`config.mk`:
```
export PLATFORM = sky130hd
export DESIGN_NAME = riscv_core_fetch_align_buffer
export DESIGN_NICKNAME = d
export VERILOG_FILES = /design/src/rtl/riscv_core_pkg.sv /design/src/rtl/riscv_core_fetch_align_buffer.sv
export SDC_FILE = /design/constraint.sdc
export NUM_CORES = 1
export LEC_CHECK = 0
export ABC_AREA = 1
export ABC_CLOCK_PERIOD_IN_PS = 8200
export CELL_PAD_IN_SITES_DETAIL_PLACEMENT = 1
export CELL_PAD_IN_SITES_GLOBAL_PLACEMENT = 2
export CORE_MARGIN = 5
export CORE_UTILIZATION = 30
export DETAILED_ROUTE_END_ITERATION = 12
export GPL_TIMING_DRIVEN = 0
export MAX_ROUTING_LAYER = met4
export PLACE_DENSITY_LB_ADDON = 0.1
export SLEW_MARGIN = 20
export SYNTH_ARGS = -nofsm -noshare
export SYNTH_HDL_FRONTEND = slang
export SYNTH_SLANG_ARGS = --single-unit
```
`constraint.sdc`:
```
create_clock -name i_fetch_align_clk -period 8.2 [get_ports i_fetch_align_clk]
set_clock_uncertainty 0.15 [all_clocks]
set_input_delay 1.23 -clock i_fetch_align_clk [delete_from_list [all_inputs] [get_ports i_fetch_align_clk]]
set_output_delay 1.23 -clock i_fetch_align_clk [all_outputs]
set_load 0.02 [all_outputs]
```
`src/rtl/riscv_core_pkg.sv`:
```
// riscv_core_pkg: shared halfword width, RVC detection and fetch-align output record
package riscv_core_pkg;
  localparam int HW_W = 16;
  localparam int FA_XLEN = 64;
  typedef struct packed {
    logic [31:0]        instr;
    logic [FA_XLEN-1:0] pc;
    logic               compressed;
  } fetch_align_out_t;
  function automatic logic is_rvc(input logic [HW_W-1:0] hw);
    return hw[1:0] != 2'b11;
  endfunction
endpackage

```
`src/rtl/riscv_core_fetch_align_buffer.sv`:
```
// riscv_core_fetch_align_buffer: halfword queue turning aligned fetch words into one 32/16-bit instruction per cycle with pc and compressed flag
module riscv_core_fetch_align_buffer
  import riscv_core_pkg::*;
#(
  parameter int XLEN   = 64,
  parameter int BUF_HW = 4
) (
  input  logic            i_fetch_align_clk,
  input  logic            i_fetch_align_rst,
  input  logic            i_fetch_align_flush,
  input  logic [31:0]     i_fetch_align_data,
  input  logic [XLEN-1:0] i_fetch_align_pc,
  input  logic            i_fetch_align_valid,
  output logic            o_fetch_align_ready,
  output logic [31:0]     o_fetch_align_instr,
  output logic [XLEN-1:0] o_fetch_align_instr_pc,
  output logic            o_fetch_align_compressed,
  output logic            o_fetch_align_valid,
  input  logic            i_fetch_align_ready
);
  localparam int CW = $clog2(BUF_HW + 1);
  logic [CW-1:0]   count, need, pop_hw, push_hw, base;
  logic [XLEN-1:0] head_pc, seq_pc;
  logic [HW_W-1:0] hq [BUF_HW];
  logic [HW_W-1:0] nq [BUF_HW];
  logic [HW_W-1:0] hx [BUF_HW+2];
  logic [HW_W-1:0] first_hw;
  logic            head_rvc, push, pop, seq_valid;
  assign head_rvc = is_rvc(hq[0]);
  assign need = head_rvc ? CW'(1) : CW'(2);
  assign o_fetch_align_valid = count >= need;
  assign o_fetch_align_ready = count <= CW'(BUF_HW - 2);
  assign push = i_fetch_align_valid & o_fetch_align_ready;
  assign pop = o_fetch_align_valid & i_fetch_align_ready;
  assign pop_hw = pop ? need : '0;
  assign push_hw = push ? (i_fetch_align_pc[1] ? CW'(1) : CW'(2)) : '0;
  assign base = count - pop_hw;
  assign first_hw = i_fetch_align_pc[1] ? i_fetch_align_data[31:16] : i_fetch_align_data[15:0];
  assign o_fetch_align_instr = head_rvc ? {16'h0, hq[0]} : {hq[1], hq[0]};
  assign o_fetch_align_instr_pc = head_pc;
  // An empty queue holds zeros, which would otherwise read as compressed
  assign o_fetch_align_compressed = head_rvc & (count != '0);
  assign hx[BUF_HW] = '0;
  assign hx[BUF_HW+1] = '0;
  // Pop shifts the queue down, push halfwords land right behind what remains
  for (genvar i = 0; i < BUF_HW; i++) begin : g_q
    logic [HW_W-1:0] sh;
    assign hx[i] = hq[i];
    assign sh = pop_hw == CW'(2) ? hx[i+2] : pop_hw == CW'(1) ? hx[i+1] : hx[i];
    assign nq[i] = push && base == CW'(i) ? first_hw :
                   push && !i_fetch_align_pc[1] && base + CW'(1) == CW'(i) ? i_fetch_align_data[31:16] : sh;
  end
  always_ff @(posedge i_fetch_align_clk or posedge i_fetch_align_rst) begin
    if (i_fetch_align_rst) begin
      count <= '0;
      head_pc <= '0;
      for (int i = 0; i < BUF_HW; i++) hq[i] <= '0;
    end else if (i_fetch_align_flush) begin
      count <= '0;
    end else begin
      count <= base + push_hw;
      for (int i = 0; i < BUF_HW; i++) hq[i] <= nq[i];
      if (push && base == '0) head_pc <= {i_fetch_align_pc[XLEN-1:1], 1'b0};
      else if (pop) head_pc <= head_pc + (head_rvc ? XLEN'(2) : XLEN'(4));
    end
  end
  // Tracks the pc the next sequential fetch word must carry
  always_ff @(posedge i_fetch_align_clk or posedge i_fetch_align_rst) begin
    if (i_fetch_align_rst) begin
      seq_valid <= 1'b0;
      seq_pc <= '0;
    end else if (i_fetch_align_flush) begin
      seq_valid <= 1'b0;
    end else if (push) begin
      seq_valid <= 1'b1;
      seq_pc <= {i_fetch_align_pc[XLEN-1:2], 2'b00} + XLEN'(4);
    end
  end
  a_seq_pc: assert property (@(posedge i_fetch_align_clk) disable iff (i_fetch_align_rst)
    push && !i_fetch_align_flush && seq_valid |-> i_fetch_align_pc == seq_pc);
  a_pc_bit0: assert property (@(posedge i_fetch_align_clk) disable iff (i_fetch_align_rst)
    push |-> !i_fetch_align_pc[0]);
endmodule

```
==> reports/results.md <==
| Step | Parameter | Value |
|---|---|---|
| outcome | Run status | finished, final reports clean |
| setup path | Cell seen most often among critical-path stages | nand2_1 |
| global routing | All-layer global routing usage | 25.94% |
| placement | HPWL reported at the end of detailed placement | 39190 um |
| setup path | Crit path max-delay family | buffers and inverters |
| setup path | Biggest cell delay along the critical path | 0.69 ns |
| setup path | Required time of the critical path | 8.39 ns |
| layout | Filler Cells Inserted | 4354 |
| synthesis | Count of yosys warnings during synthesis | 0 |
| setup path | Endpoint type of the worst setup path | flip-flop |
| layout | Nets | 2017 |
| synthesis | Prevailing post-synth register cell | dfrtp_1 |
| global routing | Remaining global-route overflow | 0 |
| drt | M1 WL | 20570 um |
| global routing | Pin count of the biggest net entering global routing | 81 |
| drt | 1st-pass router iterations | 5 |
| power and ir drop | Clk network pwr share | 16.6% |
| power and ir drop | Share of power burned in combinational logic | 58.2% |
| layout | Layout cells sized above 1 | 7.191% |
| floorplanning | Horiz. Die Dim | 193.9 um |
| synthesis | Dominant cells by area after synthesis | dfrtp_1, nand2_1, nor2_1, nand3_1, inv_1 |
| cts | Number of buffers added for setup after CTS | 0 |
| drt | Wire length reported by the detailed router | 48130 um |
| synthesis | Cell area after technology mapping | 10150 um2 |
| layout | Antenna diode count | 0 |
| drt | Highest routed layer | met4 |
| setup path | Total buffers and inverters traversed by the critical path | 4 |
| global routing | Vias in the first global route | 12146 |
| synthesis | Number of flip-flops and latches in the synthesized netlist | 130 |
| floorplanning | Full die area | 37600 um2 |
| sta | Worst Hold Slack | 0.3306 ns |
| worst hold path | Hold_sp | hq[43] |
| cts | TritonCTS clock tree | done |
| global routing | Antenna violations before repair | 0 |
| setup path | Crit path from | hq[48] |
| cts | Source-to-sink clock delay at the later pin of the worst-skew pair | 0.46 ns |
| setup path | Cells on worst reg2reg path | 17 |
| placement | Area post-placement | 12700 um2 |
| drt | Antenna Violating Nets Remaining | 0 |
| floorplanning | Vertical extent of the die | 193.9 um |
| synthesis | Mean post-synth cell area | 6.004 um2 |
| drt | Routed wire length on met3 | 1495 um |
| power and ir drop | Cell area power density | 371.5 nW/um2 |
| drt | Via count | 11565 |
| synthesis | Share of synthesized flip-flops with an asynchronous set or reset | 100.0% |
| cts | Cts hold-fix bufs | 0 |
| floorplanning | Std cell rows | 67 |
| sta | Final setup violation count | 0 |
| sta | Number of hold violations in the final report | 0 |
| sta | Count of final max-slew check failures | 0 |
| drt | Vias per Instance | 4.886 |
| synthesis | Largest area contributor in the netlist | dfrtp_1 |
| power and ir drop | Power spent charging and discharging nets | 2.528 mW |
| power and ir drop | Sequential fraction of design power | 25.2% |
| synthesis | Fraction of post-synthesis cell area in the top cell type by area | 32.06% |
| synthesis | Share of the yosys chip area belonging to registers | 32.06% |
| setup path | Capturing instance or port of the critical path | hq[51] |
| power and ir drop | Largest vdd supply drop | 0.0001840 V |
| setup path | Number of logic stages on the critical path including buffering | 17 |
| drt | Final routed DRC violation total | 0 |
| placement | Count of port buffers added during placement | 196 |
| cts | Worst-case clock buffer depth | 2 |
| setup path | Critical path arrival | 5.49 ns |
| sta | Slew of the pin with the lowest slew margin | 0.9072 ns |
| drt | Final routed wire length divided by cell count | 20.33 um |
| synthesis | Synth cell types | 37 |
| floorplanning | # IOs | 200 |
| setup path | Critical-path maximum fanout | 13 |
| floorplanning | Effective utilization at floorplan | 30.33% |
| layout | Post-route standard cell area excluding fillers | 13300 um2 |
| power and ir drop | Switching share of power | 51.16% |
| setup path | Flop2flop setup slack | 2.91 ns |
| drt | Iteration-0 DRC Markers | 533 |
| setup path | Crit path cell chain | nand2_1, clkbuf_1, ha_1, o21ai_0, nand2_1, nand3_2, buf_1, fa_1, inv_1, nor2_1, ha_1, nand2_1, nor2_2, clkbuf_1, o21ai_0, nand2_1, nand2_1 |
| drt | Length of routed met2 wiring | 24320 um |
| cts | Clk sinks | 130 |
| setup path | Worst reg2reg startpoint | hq[48] |
| sta | Remaining max-slew budget at the tightest pin | 39.52% |
| setup path | Worst r2r dst | hq[51] |
| power and ir drop | Static leakage | 6.563 nW |
| setup path | CP max-delay cell | clkbuf_1 |
| setup path | Category of the critical setup timing path | flip-flop to flip-flop |
| worst hold path | Type of the most critical hold path | flip-flop to flip-flop |
| synthesis | EDFF count, synth | 0 |
| cts | Number of buffers created by CTS | 17 |
| sta | Tcrit/Tclk final | 64.54% |
| floorplanning | Total core area | 33450 um2 |
| global routing | First-pass GRT wire length | 73000 um |
| placement | Weighted congestion at the end of routability-driven global placement | 0.9724 |
| power and ir drop | Cell-internal power | 2.414 mW |
| cts | Clock transition time at the flip-flop clock pins of the worst setup and hold paths | 0.06 ns |
| layout | Area overhead of the layout relative to synthesis | 31.11% |
| synthesis | Number of instances in the synthesized netlist | 1690 |
| sta | RSZ-0062 raised after global routing | no |
| setup path | Crit start category | flip-flop |
| synthesis | Syn_nets | 1801 |
| sta | Peak clock frequency supported by timing | 0.1890 GHz |
| flow run | Max-cap violations | 0 |
| cts | Total of cells resized after clock tree synthesis | 0 |
| sta | Post-layout min period | 5.292 ns |
| power and ir drop | PnR Total Power | 4.942 mW |
| sta | Total negative slack for setup checks | 0 ns |
| cts | Root Driver | clkbuf_16 |
| cts | Level count of the clock H-tree | 4 |
cell families (layout without fill, tap and decap cells):
logic type | Yosys count | in the layout | share of synthesized area [%]
simple gates | 1153 | 1153 | 45.62
buf+inv | 204 | 433 | 9.570
compound gates | 166 | 166 | 9.015
flops | 130 | 130 | 32.06
xor+xnor | 26 | 26 | 2.244
fa+ha+maj | 10 | 10 | 1.455
other cells | 1 | 1 | 0.03696
final cells by class:
cell class | count | area, um2 | area share, %
well taps | 448 | 560.5 | 4.214
clock inverters | 15 | 173.9 | 1.307
clock buffers | 17 | 425.4 | 3.198
multi-input cells | 1356 | 5922 | 44.52
flip-flops and latches | 130 | 3253 | 24.45
plain buffers | 84 | 514.2 | 3.866
repair buffers | 197 | 1989 | 14.95
inverters | 120 | 464.2 | 3.489
through the flow:
| stage | utilization (%) | cells | worst slack, ns |
|---|---|---|---|
| 2_1_floorplan | - | 1690 | 3.351 |
| 3_3_place_gp | 37.87 | 2334 | 0.7450 |
| 3_5_place_dp | 37.98 | 2335 | 2.801 |
| 4_1_cts | 39.77 | 2367 | 2.750 |
| 5_1_grt | 39.77 | 2367 | 2.445 |
| 6_report | 39.77 | 2367 | 2.908 |
layer usage:
metal | up-vias | track usage (%)
li1 | 5701 | -
met4 | 0 | 9.219
met5 | - | -
met2 | 220 | 45.71
met3 | 74 | 3.823
met1 | 5570 | 30.18
synthesized netlist by cell type, types with 5 or more instances:
| cell | instances |
|---|---|
| a21oi_1 | 38 |
| and2_1 | 8 |
| buf_1 | 5 |
| buf_2 | 26 |
| buf_4 | 26 |
| buf_6 | 9 |
| clkbuf_1 | 17 |
| dfrtp_1 | 130 |
| ha_1 | 7 |
| inv_1 | 110 |
| inv_2 | 6 |
| nand2_1 | 675 |
| nand2_2 | 10 |
| nand3_1 | 96 |
| nand3_2 | 6 |
| nand4_1 | 15 |
| nor2_1 | 326 |
| nor2_2 | 6 |
| o211ai_1 | 17 |
| o21ai_0 | 60 |
| o21ai_1 | 44 |
| xnor2_1 | 13 |
| xor2_1 | 13 |
placed cells by master (no fill, tap or decap), types with 3 or more instances in the layout:
master and instances:
buf_6 9, buf_2 26, nand2_1 675, nor3_1 4, ha_1 7, nand3_1 96
o21ai_0 60, xnor2_1 13, clkbuf_1 17, inv_2 6, o211ai_2 4, a21oi_1 38
clkinv_4 3, buf_1 5, nand3_2 6, o211ai_1 17, clkdlybuf4s50_1 196, nor2_4 3
buf_4 26, o21ai_1 44, fa_1 3, inv_6 4, nand2_2 10, nor2_2 6
clkbuf_16 17, nand4_1 15, xor2_1 13, dfrtp_1 130, and2_1 8, nor2_1 326
inv_8 3, clkinvlp_4 4, inv_1 109
worst min-delay path by stage:
stage,end,depth (start not counted)
after floorplan,hq[32],2
after global placement,hq[40],2
after detailed placement,hq[55],2
after CTS,hq[38],2
after global routing,hq[40],2
final,hq[43],2
worst min-delay path: stages (launching register included):
cell and delay [ns]:
dfrtp_1 0.34, nand2_1 0.05, nand2_1 0.05
flip-flops by register name, indices dropped and copies added, names as in the netlist:
signal and flops:
o_fetch_align_instr_pc 63, count 3, hq 64
power by group through the flow:
stage,Combinational (mW),Sequential (mW),Clock (mW)
after global placement,2.83,1.25,0
after global routing,3.19,1.28,0.864
after floorplan,1.70,1.27,0
final,2.88,1.24,0.821
after CTS,2.91,1.24,0.836
after detailed placement,2.90,1.25,0
(Power assumes the default switching activity.)
